### config.mk
export PLATFORM = sky130hd
export DESIGN_NAME = vga_timing_gen
export DESIGN_NICKNAME = d
export VERILOG_FILES = /design/src/rtl/video_pkg.sv /design/src/rtl/vid_delay_line.sv /design/src/rtl/vga_timing_gen.sv
export SDC_FILE = /design/constraint.sdc
export NUM_CORES = 1
export LEC_CHECK = 0
export CAP_MARGIN = 20
export CELL_PAD_IN_SITES_DETAIL_PLACEMENT = 1
export CELL_PAD_IN_SITES_GLOBAL_PLACEMENT = 1
export CORE_ASPECT_RATIO = 0.5
export CORE_MARGIN = 5
export CORE_UTILIZATION = 30
export CTS_CLUSTER_DIAMETER = 100
export DETAILED_ROUTE_END_ITERATION = 7
export GPL_TIMING_DRIVEN = 0
export HOLD_SLACK_MARGIN = 0.1
export PLACE_DENSITY = 0.76
export RECOVER_POWER = 100
export SLEW_MARGIN = 0
export SYNTH_ARGS = -nofsm -noshare
export SYNTH_HDL_FRONTEND = slang
export SYNTH_SLANG_ARGS = --single-unit
### constraint.sdc
create_clock -name pixel_clk -period 2.29 [get_ports pixel_clk]
set_clock_uncertainty 0.15 [all_clocks]
set_input_delay 0.458 -clock pixel_clk [delete_from_list [all_inputs] [get_ports pixel_clk]]
set_output_delay 0.458 -clock pixel_clk [all_outputs]
set_load 0.05 [all_outputs]
### src/rtl/video_pkg.sv
// Shared 640x480@60 raster constants and pixel/control types for the video path.
package video_pkg;

   localparam logic [9:0] H_VISIBLE = 10'd640;
   localparam logic [9:0] H_FP      = 10'd16;
   localparam logic [9:0] H_SYNC    = 10'd96;
   localparam logic [9:0] H_BP      = 10'd48;
   localparam logic [9:0] H_TOTAL   = 10'd800;
   localparam logic [9:0] V_VISIBLE = 10'd480;
   localparam logic [9:0] V_FP      = 10'd10;
   localparam logic [9:0] V_SYNC    = 10'd2;
   localparam logic [9:0] V_BP      = 10'd33;
   localparam logic [9:0] V_TOTAL   = 10'd525;

   localparam logic [9:0] HS_START = H_VISIBLE + H_FP;
   localparam logic [9:0] HS_END   = HS_START + H_SYNC - 10'd1;
   localparam logic [9:0] VS_START = V_VISIBLE + V_FP;
   localparam logic [9:0] VS_END   = VS_START + V_SYNC - 10'd1;

   typedef logic [11:0] rgb12_t;

   typedef struct packed {
      logic hs;
      logic vs;
      logic de;
   } vid_ctl_t;

   typedef struct packed {
      vid_ctl_t ctl;
      rgb12_t   rgb;
   } vid_px_t;

   localparam vid_ctl_t CTL_IDLE = '{hs: 1'b1, vs: 1'b1, de: 1'b0};
   localparam vid_px_t  PX_IDLE  = '{ctl: CTL_IDLE, rgb: 12'h000};

   // Eight 80-pixel vertical bars across the visible width.
   function automatic rgb12_t bar_color(input logic [9:0] hc);
      logic [9:0] bar;
      bar = hc / 10'd80;
      case (bar)
         10'd0:   bar_color = 12'hFFF;
         10'd1:   bar_color = 12'hFF0;
         10'd2:   bar_color = 12'h0FF;
         10'd3:   bar_color = 12'h0F0;
         10'd4:   bar_color = 12'hF0F;
         10'd5:   bar_color = 12'hF00;
         10'd6:   bar_color = 12'h00F;
         default: bar_color = 12'h000;
      endcase
   endfunction

endpackage

### src/rtl/vid_delay_line.sv
// N-stage shift register for sync/enable plus pixel colour; the last stage blanks colour
// whenever its data-enable is low.
module vid_delay_line
   import video_pkg::*;
#(
   parameter int unsigned N = 1
) (
   input  logic     clk,
   input  logic     rst_n,
   input  vid_ctl_t ctl_in,
   input  rgb12_t   rgb_in,
   output vid_ctl_t ctl_out,
   output rgb12_t   rgb_out
);

   vid_px_t src     [N];
   vid_px_t stage_d [N];
   vid_px_t stage_q [N];

   assign src[0] = '{ctl: ctl_in, rgb: rgb_in};
   for (genvar k = 1; k < N; k++) begin : g_src
      assign src[k] = stage_q[k-1];
   end

   always_comb begin
      for (int k = 0; k < int'(N); k++) begin
         stage_d[k] = src[k];
         if (k == int'(N) - 1 && !src[k].ctl.de) begin
            stage_d[k].rgb = 12'h000;
         end
      end
   end

   always_ff @(posedge clk or negedge rst_n) begin
      if (!rst_n) begin
         for (int k = 0; k < int'(N); k++) stage_q[k] <= PX_IDLE;
      end else begin
         for (int k = 0; k < int'(N); k++) stage_q[k] <= stage_d[k];
      end
   end

   assign ctl_out = stage_q[N-1].ctl;
   assign rgb_out = stage_q[N-1].rgb;

endmodule

### src/rtl/vga_timing_gen.sv
// 640x480@60 raster generator with LATENCY-aligned sync/enable/colour outputs.
// Optional colour-bar substitution when VGA_TEST_PATTERN_EN is defined (adds test_mode).
module vga_timing_gen
   import video_pkg::*;
#(
   parameter int unsigned LATENCY = 1  // legal 1..4
) (
   input  logic        pixel_clk,
   input  logic        reset_n,
`ifdef VGA_TEST_PATTERN_EN
   input  logic        test_mode,
`endif
   output logic [9:0]  DrawX,
   output logic [9:0]  DrawY,
   input  logic [3:0]  Red,
   input  logic [3:0]  Green,
   input  logic [3:0]  Blue,
   output logic        frame_start,
   output logic        line_start,
   output logic        hsync_o,
   output logic        vsync_o,
   output logic        vde_o,
   output logic [11:0] rgb_o
);

   logic [9:0] hc_q, hc_d;
   logic [9:0] vc_q, vc_d;
   vid_ctl_t   ctl0;
   vid_ctl_t   ctl_out;
   rgb12_t     rgb_in;

   always_comb begin
      hc_d = hc_q + 10'd1;
      vc_d = vc_q;
      if (hc_q == H_TOTAL - 10'd1) begin
         hc_d = 10'd0;
         vc_d = (vc_q == V_TOTAL - 10'd1) ? 10'd0 : vc_q + 10'd1;
      end
   end

   always_ff @(posedge pixel_clk or negedge reset_n) begin
      if (!reset_n) begin
         hc_q <= 10'd0;
         vc_q <= 10'd0;
      end else begin
         hc_q <= hc_d;
         vc_q <= vc_d;
      end
   end

   assign DrawX       = hc_q;
   assign DrawY       = vc_q;
   assign line_start  = (hc_q == 10'd0);
   assign frame_start = (hc_q == 10'd0) && (vc_q == 10'd0);

   assign ctl0.hs = !((hc_q >= HS_START) && (hc_q <= HS_END));
   assign ctl0.vs = !((vc_q >= VS_START) && (vc_q <= VS_END));
   assign ctl0.de = (hc_q < H_VISIBLE) && (vc_q < V_VISIBLE);

`ifdef VGA_TEST_PATTERN_EN
   assign rgb_in = test_mode ? bar_color(hc_q) : {Red, Green, Blue};
`else
   assign rgb_in = {Red, Green, Blue};
`endif

   vid_delay_line #(
      .N (LATENCY)
   ) u_delay (
      .clk     (pixel_clk),
      .rst_n   (reset_n),
      .ctl_in  (ctl0),
      .rgb_in  (rgb_in),
      .ctl_out (ctl_out),
      .rgb_out (rgb_o)
   );

   assign hsync_o = ctl_out.hs;
   assign vsync_o = ctl_out.vs;
   assign vde_o   = ctl_out.de;

endmodule

; After elaboration in Yosys (flattened, before gate mapping)
; Index checks and enable logic that the tools add are counted.
[op_classes]
n_addsub = 2
n_mul = 0
n_div = 0
n_lt_le_gt_ge = 6
n_eq_ne = 2
shift = 0
mux = 3
bitwise = 0
reduce_logical = 8
[op_table]
columns = operator, n
row1 = adder 10 x 1 -> 10 bit (second input constant), 2
row2 = == test 10 bit (second input constant), 2
row3 = logical NOT 10 bit, 2
row4 = 2-to-1 mux 10 bit, 2
row5 = 2-to-1 mux 12 bit, 1
row6 = greater-or-equal comparator 10 bit (second input constant), 1
row7 = greater-or-equal comparator 10 x 9 -> 1 bit (second input constant), 1
row8 = less-or-equal comparator 10 bit (second input constant), 1
row9 = less-or-equal comparator 10 x 9 -> 1 bit (second input constant), 1
row10 = < comparator 10 bit (second input constant), 1
row11 = < comparator 10 x 9 -> 1 bit (second input constant), 1
row12 = logical AND 1 bit, 4
row13 = logical NOT 1 bit, 2
[totals]
register_bits = 35
latchBits = 0
ramBits = 0
rom_bits = 0
input_bits = 14
output_inout_bits = 37
elab_cells = 27
n_memories = 0

; Depth between registers and ports, before layout
[depth]
depth_word = 3
ltp_mapped = 6
depth_no_buf = 6

; Hierarchy
; A second synthesis with hierarchy kept.
[unflattened]
cells_unflattened = 136
area_unflattened_um2 = 1577.8
[by_module_without_submodules]
columns = module, n_inst, cells_per_inst, area_each_um2, seq_area_each_um2
row1 = vga_timing_gen, 1, 108, 1103.6, 500.5
row2 = vid_delay_line, 1, 28, 474.2, 377.9

; Worst setup path after synthesis
; OpenSTA, ideal clock, no wires.
[synth_timing]
path_type = register to output
from = reg hc_q[5], in the netlist DrawX[5]
to = out frame_start
arrival_ps = 2896
t_required_ps = 1682
slack_ps = -1214
path_stages_with_launch = 6
path_buffers = 1
path_cell_list = dfrtp_1 -> clkbuf_1 -> nor3_1 -> nand2_1 -> nor3_1 -> and4_1
[synth_between]
elab_chain_len = 2
[synth_rtl]
columns = item, line_no
row1 = start: declaration, vga_timing_gen.sv:26  ; logic [9:0] hc_q, hc_d;
row2 = start signal: assignment, vga_timing_gen.sv:43  ; hc_q <= 10'd0;
row3 = start signal: assignment, vga_timing_gen.sv:46  ; hc_q <= hc_d;
row4 = logical NOT 10 bit, --
row5 = net line_start, vga_timing_gen.sv:19  ; output logic line_start,
row6 = logical AND 1 bit, vga_timing_gen.sv:54  ; assign frame_start = (hc_q == 10'd0) && (vc_q == 10'd0);
row7 = end: declaration, vga_timing_gen.sv:18  ; output logic frame_start,
; The timed path passes the listed nets, and every way through them passes these cells.

; Worst setup path after layout
[layout_timing]
from = reg hc_q[1], in the netlist DrawX[1]
to = out frame_start
[layout_between]
elab_chain_len = 2
[layout_rtl]
columns = item, line_no
row1 = logical NOT 10 bit, vga_timing_gen.sv:54
row2 = logical AND 1 bit, vga_timing_gen.sv:54
; Every way passes these cells.

==> metrics.md <==
| Metric | Value |
|---|---|
| Final Wtd Congestion | 0.739 |
| Hold Fails Final Rpt | 0 |
| Clock Sinks | 35 |
| Syn Nets | 156 |
| Cell Area, Placed | 2190 um^2 |
| WL/cell | 14.4 um |
| # diodes | 0 |
| First-pass iteration count of the detailed router | 4 |
| Yosys cell types | 37 |
| Startpoint Class | register |
| EDFF count, synth | 0 |
| Final setup margin | -0.0361 ns |
| Final Util | 46.4% |
| # setup viols final | 1 |
| Die Span Y | 61.0 um |
| Total wire length after detailed routing | 3820 um |
| Iteration-0 DRC Markers | 44 |
| Yosys reg bits | 35 |
| Async set-or-reset flop fraction in the synthesized netlist | 100% |
| Avg Inst Size Synth | 11.4 um^2 |
| Area taken by multi-input logic gates | 701 um^2 |
| Max_slew headroom | 41.8% |
| Cells on worst reg2reg path | 6 |
| Worst VDD drop | 269 uV |
| CP Class | register to output port |
| Layout Nets | 214 |
| Largest net degree at the start of global routing | 36 |
| Crit Path Max Fanout | 2 |
| Cell family with most CP delay | simple AND/OR/NAND/NOR gates |
| Hold_buf cts | 0 |
| Reg2Reg Setup Slack | 0.17 ns |
| Antenna violations before repair | 0 |
| Slowest stage cell on the critical path | dfrtp_2 |
| RSZ-0062 raised after global routing | true |
| Worst min-delay path category | primary input to async pin |
| Yosys top cell by area | dfrtp_1 |
| Core Rows | 18 |
| Fmax achieved | 430 MHz |
| CP Capture Point | frame_start |
| Worst Tran Pin Value | 0.872 ns |
| Ys flop type | dfrtp_1 |
| Vias in the first global route | 1331 |
| CTS Root Cell | clkbuf_8 |
| Mapped Area | 1560 um^2 |
| DIE WIDTH | 112 um |
| Reg-to-Reg End | DrawY[3]$_DFFE_PN0N_ |
| Register Area | 886 um^2 |
| CTS Buf Count | 5 |
| Status | finished, violations left |
| First-pass GRT wire length | 6640 um |
| Full die area | 6840 um^2 |
| Fillers | 539 |
| Worst setup path startpoint | DrawX[1]$_DFF_PN0_ |
| Yosys top cell area share | 52.8% |
| Maximum clock path buffer count | 2 |
| Final ANT Viol Nets | 0 |
| Clock transition at path regs | 0.07 ns |
| Final worst-path cycle share | 102% |
| Sequence of cells on the critical path | inv_2, ha_4, nor4b_4, nand2_1, nor3_4, and4_4, buf_8 |
| Area growth syn-to-layout | 47.9% |
| Top cells by area, synth | dfrtp_1 53%, and2_1 5.2%, ha_1 4.0% |
| Yosys warnings | 0 |
| Fin Setup TNS | -0.0361 ns |
| Design Area, Final | 2310 um^2 |
| Top Ports | 51 |
| Fraction of layout cells with a size suffix above 1 | 18.4% |
| Period minus WS final | 2.33 ns |
| Setup crit end kind | output port |
| Fraction of the yosys area taken by sequential cells | 56.2% |
| CP bufs+invs | 2 |
| Initial core utilization | 31.4% |
| Reg2reg start | DrawX[1]$_DFF_PN0_ |
| HPWL after detailed placement | 2840 um |
| Crit path DAT | 1.72 ns |
| Synth Instances | 137 |
| Max incr delay on CP | 0.42 ns |
| Skew-Pair Late Insertion Delay | 0.28 ns |
| Max cap viols | 0 |
| DRC | 0 |
| WHS | 0.138 ns |
| All-Layer GR Usage | 12.2% |
| Failing checks | negative setup slack |
| H-tree lvl count | 2 |
| Grt ovf | 0 |
| Pins over their slew limit | 0 |
| CTS tree | done |
| Via/cell ratio | 4.67 |
| Critical Path RT | 1.68 ns |
| Port Buffers | 50 |
| CP Depth | 7 |
| Routed vias | 1242 |
| P_leak | 1.01 nW |
| Core box area | 4980 um^2 |
| Power Dens Cells | 551 nW/um^2 |
[sequential cells by signal, indices dropped and copies added (netlist names)]
register	cells
DrawX	10
u_delay.ctl_out	3
u_delay.rgb_out	12
DrawY	10
[layout by cell type (no fill, tap or decap), types with 3 or more instances in the layout]
master           instances
and3_1                   5
o21ai_0                  5
clkbuf_2                 3
inv_1                    3
dfrtp_1                 27
xor2_1                   4
and2_0                  10
clkbuf_1                 6
nand4_1                  7
nor2_1                   7
clkbuf_8                 6
ha_1                     4
nand3_1                  8
clkdlybuf4s50_1         22
xnor2_1                  6
nand2_1                  7
and2_1                   3
dlygate4sd3_1           19
dfrtp_2                  6
[cells by family (layout without fill, tap and decap cells)]
| kind of cell | Yosys count | in the layout | synth area share, % |
|---|---|---|---|
| XOR/XNOR | 10 | 10 | 5.60 |
| adder cells (fa/ha/maj) | 5 | 5 | 4.00 |
| AO/OA/AOI/OAI | 13 | 13 | 5.12 |
| flip-flops | 35 | 35 | 56.2 |
| AND/OR/NAND/NOR | 64 | 64 | 26.0 |
| multiplexers | 1 | 1 | 0.721 |
| buffers and inverters | 9 | 68 | 2.32 |
[cell type report]
class,instances,share of cell area (%)
Inverter,5,0.812
Tap cell,70,3.79
Clock inverter,1,1.30
Sequential cell,35,38.3
Timing Repair Buffer,52,21.2
Multi-Input combinational cell,93,30.3
Buffer,3,0.975
Clock buffer,7,3.30
[power breakdown]
part           internal, mW  total [mW]  switching, mW
clock                 0.326       0.545          0.219
combinational        0.0361      0.0967         0.0605
sequential            0.628       0.631        0.00252
[how the worst min path moves through the flow]
| stage | start | cells past startpoint | slack, ns | endpoint |
|---|---|---|---|---|
| 6_report | reset_n | 1 | 0.14 | u_delay.rgb_out[11]$_DFF_PN0_ |
| 5_1_grt | reset_n | 1 | 0.23 | u_delay.rgb_out[2]$_DFF_PN0_ |
| 4_1_cts | reset_n | 1 | 0.14 | u_delay.rgb_out[3]$_DFF_PN0_ |
| 3_5_place_dp | DrawX[0]$_DFF_PN0_ | 1 | 0.36 | DrawX[0]$_DFF_PN0_ |
| 3_3_place_gp | DrawY[8]$_DFFE_PN0N_ | 1 | 0.35 | DrawY[8]$_DFFE_PN0N_ |
| 2_1_floorplan | reset_n | 0 | 0.01 | DrawX[0]$_DFF_PN0_ |
[per-stage QoR]
stage	power, mW	instances	worst slack (ns)
final	1.27	266	-0.0361
after detailed placement	0.748	257	-0.482
after global placement	0.747	257	-0.474
after floorplan	0.689	137	-0.241
after CTS	1.30	267	-0.0528
after global routing	1.32	266	-0.118
[synth_stat cells, types with 2 or more instances]
master    count
nor2_1        7
o21ai_0       5
a21oi_1       2
nand3_1       8
xor2_1        4
ha_1          5
nand4_1       7
nor3_1        3
dfrtp_1      33
xnor2_1       6
dfstp_2       2
nand2_1       7
inv_1         5
and2_1       13
a31oi_1       2
and3_1        5
clkbuf_1      2
nor4b_1       2
[layer usage]
metal	vias up	wire length, um	global-route usage [%]
met2	25	1870	20.4
li1	590	-	-
met5	-	0	0
met4	0	15	2.57
met1	625	1730	16.0
met3	2	208	4.02
[repair_timing]
item | 4_1_cts | 5_1_grt
resized for setup | 19 | 4
buffers inserted | 2 | 0
setup endpoints to repair | 4 | 6
hold endpoints to repair | 0 | 0
cloned | 0 | 0
pin swaps | 3 | 0
No activity file was read; power rests on OpenSTA's default activity.
